[src/rtl/seg7_scan_decoder.sv]
// Monitor for a multiplexed 4-digit 7-segment bus: filters scan glitches and rebuilds the hex value on display.
// Optional decimal-point capture (dp_mask output) is enabled by defining SEG7_DP_CAPTURE_EN.
module seg7_scan_decoder #(
  parameter int SETTLE_CYCLES  = 4,
  parameter int TIMEOUT_CYCLES = 1000000
) (
  input  logic        clk,
  input  logic        reset,
  input  logic [3:0]  anodes,
  input  logic [7:0]  cathodes,
  output logic [15:0] value,
  output logic [3:0]  blank_mask,
  output logic        frame_valid,
  output logic        err_pattern,
  output logic        err_collision,
  output logic        stale
`ifdef SEG7_DP_CAPTURE_EN
  ,
  output logic [3:0]  dp_mask
`endif
);

  localparam int          TW         = $clog2(TIMEOUT_CYCLES + 1);
  localparam logic [TW-1:0] TMAX     = TW'(TIMEOUT_CYCLES);
  localparam logic [7:0]  SETTLE_MAX = 8'(SETTLE_CYCLES);
`ifdef SEG7_DP_CAPTURE_EN
  localparam logic [7:0]  CAT_MASK   = 8'hFF;
`else
  localparam logic [7:0]  CAT_MASK   = 8'h7F;
`endif

  typedef enum logic [1:0] {IDLE, SETTLE, HELD} state_e;

  typedef struct packed {
    logic       legal;
    logic       blank;
    logic [3:0] nib;
  } glyph_t;

  function automatic glyph_t decode_glyph(input logic [6:0] seg);
    glyph_t g;
    g = '{legal: 1'b1, blank: 1'b0, nib: 4'h0};
    case (seg)
      7'h40: g.nib = 4'h0;
      7'h79: g.nib = 4'h1;
      7'h24: g.nib = 4'h2;
      7'h30: g.nib = 4'h3;
      7'h19: g.nib = 4'h4;
      7'h12: g.nib = 4'h5;
      7'h02: g.nib = 4'h6;
      7'h78: g.nib = 4'h7;
      7'h00: g.nib = 4'h8;
      7'h10: g.nib = 4'h9;
      7'h08: g.nib = 4'hA;
      7'h03: g.nib = 4'hB;
      7'h46: g.nib = 4'hC;
      7'h21: g.nib = 4'hD;
      7'h06: g.nib = 4'hE;
      7'h0E: g.nib = 4'hF;
      7'h7F: begin g.legal = 1'b0; g.blank = 1'b1; end
      default: g.legal = 1'b0;
    endcase
    return g;
  endfunction

  function automatic logic [1:0] low_index(input logic [3:0] an);
    case (an)
      4'b1110: return 2'd0;
      4'b1101: return 2'd1;
      4'b1011: return 2'd2;
      default: return 2'd3;
    endcase
  endfunction

  // Synchronizer stages; s2 is the working sample, s3 the previous one for change detection.
  logic [3:0] an_s1_q, an_s2_q, an_s3_q;
  logic [7:0] cat_s1_q, cat_s2_q, cat_s3_q;

  // NOTE: sequential state is written with <= so every flop samples pre-edge values, like real hardware.
  always_ff @(posedge clk) begin
    if (reset) begin
      an_s1_q  <= 4'hF;
      an_s2_q  <= 4'hF;
      an_s3_q  <= 4'hF;
      cat_s1_q <= 8'hFF;
      cat_s2_q <= 8'hFF;
      cat_s3_q <= 8'hFF;
    end else begin
      an_s1_q  <= anodes;
      an_s2_q  <= an_s1_q;
      an_s3_q  <= an_s2_q;
      cat_s1_q <= cathodes;
      cat_s2_q <= cat_s1_q;
      cat_s3_q <= cat_s2_q;
    end
  end

  state_e          state_q, state_d;
  logic [7:0]      cnt_q, cnt_d;
  logic [TW-1:0]   tcnt_q, tcnt_d;
  logic [3:0][3:0] shadow_val_q, shadow_val_d;
  logic [3:0]      shadow_blank_q, shadow_blank_d;
  logic [3:0]      got_q, got_d;
  logic [15:0]     value_q, value_d;
  logic [3:0]      blank_q, blank_d;
  logic            fv_q, fv_d;
  logic            ep_q, ep_d;
  logic            ec_q, ec_d;
  logic            stale_q, stale_d;
`ifdef SEG7_DP_CAPTURE_EN
  logic [3:0]      shadow_dp_q, shadow_dp_d;
  logic [3:0]      dp_q, dp_d;
`endif

  logic       idle_now, onehot_now, coll_now, coll_prev, changed, advance, capture, frame_done;
  logic [7:0] cnt_n;
  logic [1:0] idx;
  glyph_t     glyph;

  // NOTE: every signal assigned here gets a default first, so no path can infer a latch.
  always_comb begin
    idle_now   = (an_s2_q == 4'hF);
    onehot_now = an_s2_q inside {4'b1110, 4'b1101, 4'b1011, 4'b0111};
    coll_now   = !idle_now && !onehot_now;
    coll_prev  = (an_s3_q != 4'hF) &&
                 !(an_s3_q inside {4'b1110, 4'b1101, 4'b1011, 4'b0111});
    changed    = (an_s2_q != an_s3_q) || (((cat_s2_q ^ cat_s3_q) & CAT_MASK) != 8'h00);
    idx        = low_index(an_s2_q);
    glyph      = decode_glyph(cat_s2_q[6:0]);
    frame_done = (got_q == 4'hF);

    state_d = state_q;
    cnt_d   = cnt_q;
    cnt_n   = 8'd1;
    advance = 1'b0;
    capture = 1'b0;

    case (state_q)
      IDLE: begin
        if (onehot_now) advance = 1'b1;
      end
      SETTLE: begin
        if (!onehot_now) begin
          state_d = IDLE;
        end else begin
          advance = 1'b1;
          if (!changed) cnt_n = cnt_q + 8'd1;
        end
      end
      HELD: begin
        if (changed) begin
          if (onehot_now) advance = 1'b1;
          else            state_d = IDLE;
        end
      end
      default: state_d = IDLE;
    endcase

    if (advance) begin
      cnt_d = cnt_n;
      if (cnt_n == SETTLE_MAX) begin
        capture = 1'b1;
        state_d = HELD;
      end else begin
        state_d = SETTLE;
      end
    end

    shadow_val_d   = shadow_val_q;
    shadow_blank_d = shadow_blank_q;
    got_d          = frame_done ? 4'h0 : got_q;
    if (capture && (glyph.legal || glyph.blank)) begin
      shadow_val_d[idx]   = glyph.blank ? 4'h0 : glyph.nib;
      shadow_blank_d[idx] = glyph.blank;
      got_d[idx]          = 1'b1;
    end

    value_d = frame_done ? shadow_val_q   : value_q;
    blank_d = frame_done ? shadow_blank_q : blank_q;
    fv_d    = frame_done;
    ep_d    = capture && !glyph.legal && !glyph.blank;
    ec_d    = coll_now && !coll_prev;

    if (frame_done)          tcnt_d = '0;
    else if (tcnt_q == TMAX) tcnt_d = tcnt_q;
    else                     tcnt_d = tcnt_q + TW'(1);
    stale_d = (tcnt_d == TMAX);

`ifdef SEG7_DP_CAPTURE_EN
    shadow_dp_d = shadow_dp_q;
    if (capture && (glyph.legal || glyph.blank)) shadow_dp_d[idx] = ~cat_s2_q[7];
    dp_d = frame_done ? shadow_dp_q : dp_q;
`endif
  end

  // NOTE: shadow registers are reset along with control state so a reset mid-frame cannot leak old digits.
  always_ff @(posedge clk) begin
    if (reset) begin
      state_q        <= IDLE;
      cnt_q          <= '0;
      tcnt_q         <= '0;
      shadow_val_q   <= '0;
      shadow_blank_q <= '0;
      got_q          <= '0;
      value_q        <= '0;
      blank_q        <= '0;
      fv_q           <= 1'b0;
      ep_q           <= 1'b0;
      ec_q           <= 1'b0;
      stale_q        <= 1'b0;
`ifdef SEG7_DP_CAPTURE_EN
      shadow_dp_q    <= '0;
      dp_q           <= '0;
`endif
    end else begin
      state_q        <= state_d;
      cnt_q          <= cnt_d;
      tcnt_q         <= tcnt_d;
      shadow_val_q   <= shadow_val_d;
      shadow_blank_q <= shadow_blank_d;
      got_q          <= got_d;
      value_q        <= value_d;
      blank_q        <= blank_d;
      fv_q           <= fv_d;
      ep_q           <= ep_d;
      ec_q           <= ec_d;
      stale_q        <= stale_d;
`ifdef SEG7_DP_CAPTURE_EN
      shadow_dp_q    <= shadow_dp_d;
      dp_q           <= dp_d;
`endif
    end
  end

  assign value         = value_q;
  assign blank_mask    = blank_q;
  assign frame_valid   = fv_q;
  assign err_pattern   = ep_q;
  assign err_collision = ec_q;
  assign stale         = stale_q;
`ifdef SEG7_DP_CAPTURE_EN
  assign dp_mask       = dp_q;
`endif

endmodule

[config.mk]
export PLATFORM = sky130hd
export DESIGN_NAME = seg7_scan_decoder
export DESIGN_NICKNAME = d
export VERILOG_FILES = /design/src/rtl/seg7_scan_decoder.sv
export SDC_FILE = /design/constraint.sdc
export NUM_CORES = 1
export LEC_CHECK = 0
export CAP_MARGIN = 5
export CORE_MARGIN = 2
export CORE_UTILIZATION = 60
export CTS_CLUSTER_DIAMETER = 120
export DETAILED_ROUTE_END_ITERATION = 10
export PLACE_DENSITY = 0.82
export RECOVER_POWER = 25
export SYNTH_ARGS = -nofsm -noshare
export SYNTH_HDL_FRONTEND = slang
export SYNTH_SLANG_ARGS = --single-unit
[constraint.sdc]
create_clock -name clk -period 5.65 [get_ports clk]
set_input_delay 1.695 -clock clk [delete_from_list [all_inputs] [get_ports clk]]
set_output_delay 1.695 -clock clk [all_outputs]
set_load 0.05 [all_outputs]
==> flow_metrics.tcl <==
set metrics [dict create \
    outcome "completed" \
    critPathTopFamily "buffers and inverters" \
    finalWeightedCongestion 0.8760 \
    setup_skew_ps 11.93 \
    arrival_ps 3510 \
    detailed_place_hpwl_mm 6.438 \
    worstHoldPathType "reg2reg" \
    route.antenna.remaining_nets 0 \
    setup-tns-final_ps 0 \
    crit-reg2reg-launch "cat_s2_q[1]$_SDFF_PP1_" \
    synthDistinctLibCells 65 \
    cp.depth 6 \
    root_buffer "sky130_fd_sc_hd__clkbuf_8" \
    synth_top_cells_by_area "sky130_fd_sc_hd__dfxtp_1 (45%), sky130_fd_sc_hd__nand2_1 (7.2%), sky130_fd_sc_hd__mux2i_1 (4.6%)" \
    grt_pass1_vias 3610 \
    post_cts_resized 0 \
    syn_nets 586 \
    critical_path.reg2reg.endpoint "shadow_blank_q[1]$_SDFFE_PP0P_" \
    final_clock_period_utilization_by_the_worst_path_pct 57.57 \
    synth.top_cell.area_share_pct 44.58 \
    dr.first_iter.drc_count 175 \
    cts_buffers 9 \
    most_common_cell_after_layout_fill_and_taps_aside "sky130_fd_sc_hd__dfxtp_1" \
    clk_pin_slew_worst_paths_ps 100 \
    postSynthCellCount 565 \
    synth-async-reset-ratio_pct 0 \
    timing.critical_path.slowest_cell_delay_ps 740 \
    cts_max_path_buffers 2 \
    timing_max_transition_violations_final 0 \
    crit_path_top_delay_cell "sky130_fd_sc_hd__buf_2" \
    fp.coreArea_um2 8134 \
    grt_pass1_wl_mm 16.12 \
    relSlewSlack_pct 34.04 \
    boundaryPins 38 \
    clock_sinks 111 \
    die_width_um 95.15 \
    worstSkewPairLatency_ps 370 \
    synth-seq-area-share_pct 44.58 \
    mappedNetlistArea_um2 4985 \
    startpoint_type "primary input" \
    detail_route.first_pass.iterations 4 \
    worstSetupPathType "in2reg" \
    drt-vias-per-instance 5.675 \
    routed-via-count 3899 \
    finished_layout_cells 687 \
    routed_length_per_placed_instance_um 13.80 \
    insertedDiodeCount 0 \
    yosys_register_bits 111 \
    worst_pin_slew_ps 989.3 \
    critPathLaunch "reset" \
    globalRouteTotalUtil_pct 22.26 \
    cellLeakagePower_uw 0.001993 \
    max_freq_mhz 307.4 \
    most-common-layout-cells "sky130_fd_sc_hd__dfxtp_1 (111), sky130_fd_sc_hd__nand2_1 (95), sky130_fd_sc_hd__a21oi_1 (35), sky130_fd_sc_hd__clkdlybuf4s50_1 (35), sky130_fd_sc_hd__or2_2 (33)" \
    post-place-cells 671 \
    peakVddDrop_mv 0.1921 \
    wirelength_mm 9.478 \
    power_density_nw_per_um2 251.2 \
    crit_chain "buf_2 -> clkinv_1 -> nand2_1 -> a21oi_2 -> o2111ai_1 -> nor4_2" \
    worst_r2r_setup_slack_ps 2770 \
    io_buffers 36 \
    utilization_pct 67.84 \
    number_of_enable_type_register_cells_in_the_synthesized_netlist 0 \
    synth_warnings 0 \
    ff2ff_path_depth 6 \
    endpoint "stale$_SDFF_PP0_" \
    leading_area_contributor_after_synthesis "sky130_fd_sc_hd__dfxtp_1" \
    fp.dieArea_um2 9054 \
    ys_dominant_reg_cell "sky130_fd_sc_hd__dfxtp_1" \
    cap_violations 0 \
    grt.overflow.total 0 \
    layout.nets 598 \
    dpl_cell_area_um2 5313 \
    die-height_um 95.15 \
    timing.final.crit_period_ps 3253 \
    required_ps 5910 \
    setup.worst_path.end_class "flip-flop" \
    initial_utilization_pct 61.28 \
    cts-htree-levels 3 \
    postCtsHoldBufs 0 \
    fin_area_um2 5518 \
    cp_num_buf_inv 2 \
    placement_rows 33 \
    remaining_drc_errors 0 \
    grt_setup_unrepaired "false" \
    worstPathMaxFanout 67 \
    antenna_found_initial 0 \
    drive_gt1_share_pct 11.00 \
    setup-violations-final 0 \
    finalHoldViolations 0 \
    syn2layout_area_growth_pct 10.69 \
    cts_setup_buffers 0 \
    pin_count_of_the_biggest_net_entering_global_routing 68 \
    cts_tree "built" \
    syn-mean-instance-area_um2 8.823 \
]
report_power, final:
part | total, uW | switching (uW) | internal (uW) | leakage, uW
Clock | 483 | 260 | 223 | 0.000106
Combinational | 90.0 | 48.4 | 41.7 | 0.000986
Sequential | 813 | 17.7 | 795 | 0.000902
how the worst min path moves through the flow:
stage | start | endpoint | slack [ps] | cells after the start
floorplan | an_s1_q[0]$_SDFF_PP1_ | an_s2_q[0]$_SDFF_PP1_ | 390 | 1
global placement | an_s1_q[3]$_SDFF_PP1_ | an_s2_q[3]$_SDFF_PP1_ | 390 | 1
detailed placement | an_s1_q[3]$_SDFF_PP1_ | an_s2_q[3]$_SDFF_PP1_ | 390 | 1
CTS | an_s1_q[3]$_SDFF_PP1_ | an_s2_q[3]$_SDFF_PP1_ | 420 | 1
global route | cat_s1_q[1]$_SDFF_PP1_ | cat_s2_q[1]$_SDFF_PP1_ | 430 | 1
finish | an_s1_q[3]$_SDFF_PP1_ | an_s2_q[3]$_SDFF_PP1_ | 410 | 1
logic make-up (layout without fill, tap and decap cells):
group | count (synthesis) | in the layout | share of synthesized area [%]
adder cells (fa/ha/maj) | 9 | 9 | 2.159
multiplexers | 24 | 24 | 4.844
buffers and inverters | 53 | 70 | 4.694
XOR/XNOR | 34 | 34 | 5.974
flip-flops | 111 | 111 | 44.58
AO/OA/AOI/OAI | 82 | 82 | 10.92
AND/OR/NAND/NOR | 252 | 252 | 26.83
cell usage after synthesis (4+ instances only):
cell and instances:
sky130_fd_sc_hd__a211oi_1 5, sky130_fd_sc_hd__a21oi_1 35, sky130_fd_sc_hd__buf_2 12, sky130_fd_sc_hd__clkbuf_1 21, sky130_fd_sc_hd__dfxtp_1 111, sky130_fd_sc_hd__ha_1 7, sky130_fd_sc_hd__inv_1 15, sky130_fd_sc_hd__mux2i_1 23
sky130_fd_sc_hd__nand2_1 95, sky130_fd_sc_hd__nand3_1 22, sky130_fd_sc_hd__nand4_1 10, sky130_fd_sc_hd__nor2_1 31, sky130_fd_sc_hd__nor3_1 7, sky130_fd_sc_hd__nor4_1 10, sky130_fd_sc_hd__o21a_1 4, sky130_fd_sc_hd__o21ai_0 11
sky130_fd_sc_hd__or2_2 33, sky130_fd_sc_hd__or4_1 6, sky130_fd_sc_hd__xnor2_1 22, sky130_fd_sc_hd__xor2_1 12
per-stage QoR:
stage          hold slack (ps)  total power, uW  worst slack, ps
6_report                 414.2             1386             2397
3_5_place_dp             392.8            920.2             1959
3_3_place_gp             391.6            915.6             2045
4_1_cts                  416.6             1400             2354
5_1_grt                  427.6             1447             2153
2_1_floorplan            389.5            898.9             2939
metal layers:
layer	track usage [%]	vias up	routed length [um]
met1	28.23	1849	4384
met4	7.488	0	172
met5	0	-	0
li1	-	1964	-
met3	5.296	13	310
met2	37.21	73	4611
final cells by class:
cell class | count | area (um^2)
repair buffers | 38 | 370.4
flip-flops and latches | 111 | 2222
well taps | 105 | 131.4
inverters | 16 | 60.06
clock buffers | 11 | 141.4
clock inverters | 5 | 63.81
multi-input cells | 401 | 2529
fillers | 636 | 2616
registers in the layout, summed over array words and instances (netlist names):
name            count
err_collision       1
state_q             2
cat_s2_q            7
blank_mask          4
err_pattern         1
cat_s1_q            7
shadow_val_q       16
frame_valid         1
an_s2_q             4
an_s3_q             4
tcnt_q             20
shadow_blank_q      4
cat_s3_q            7
stale               1
an_s1_q             4
value              16
cnt_q               8
got_q               4
No activity file was read; power rests on OpenSTA's default activity.
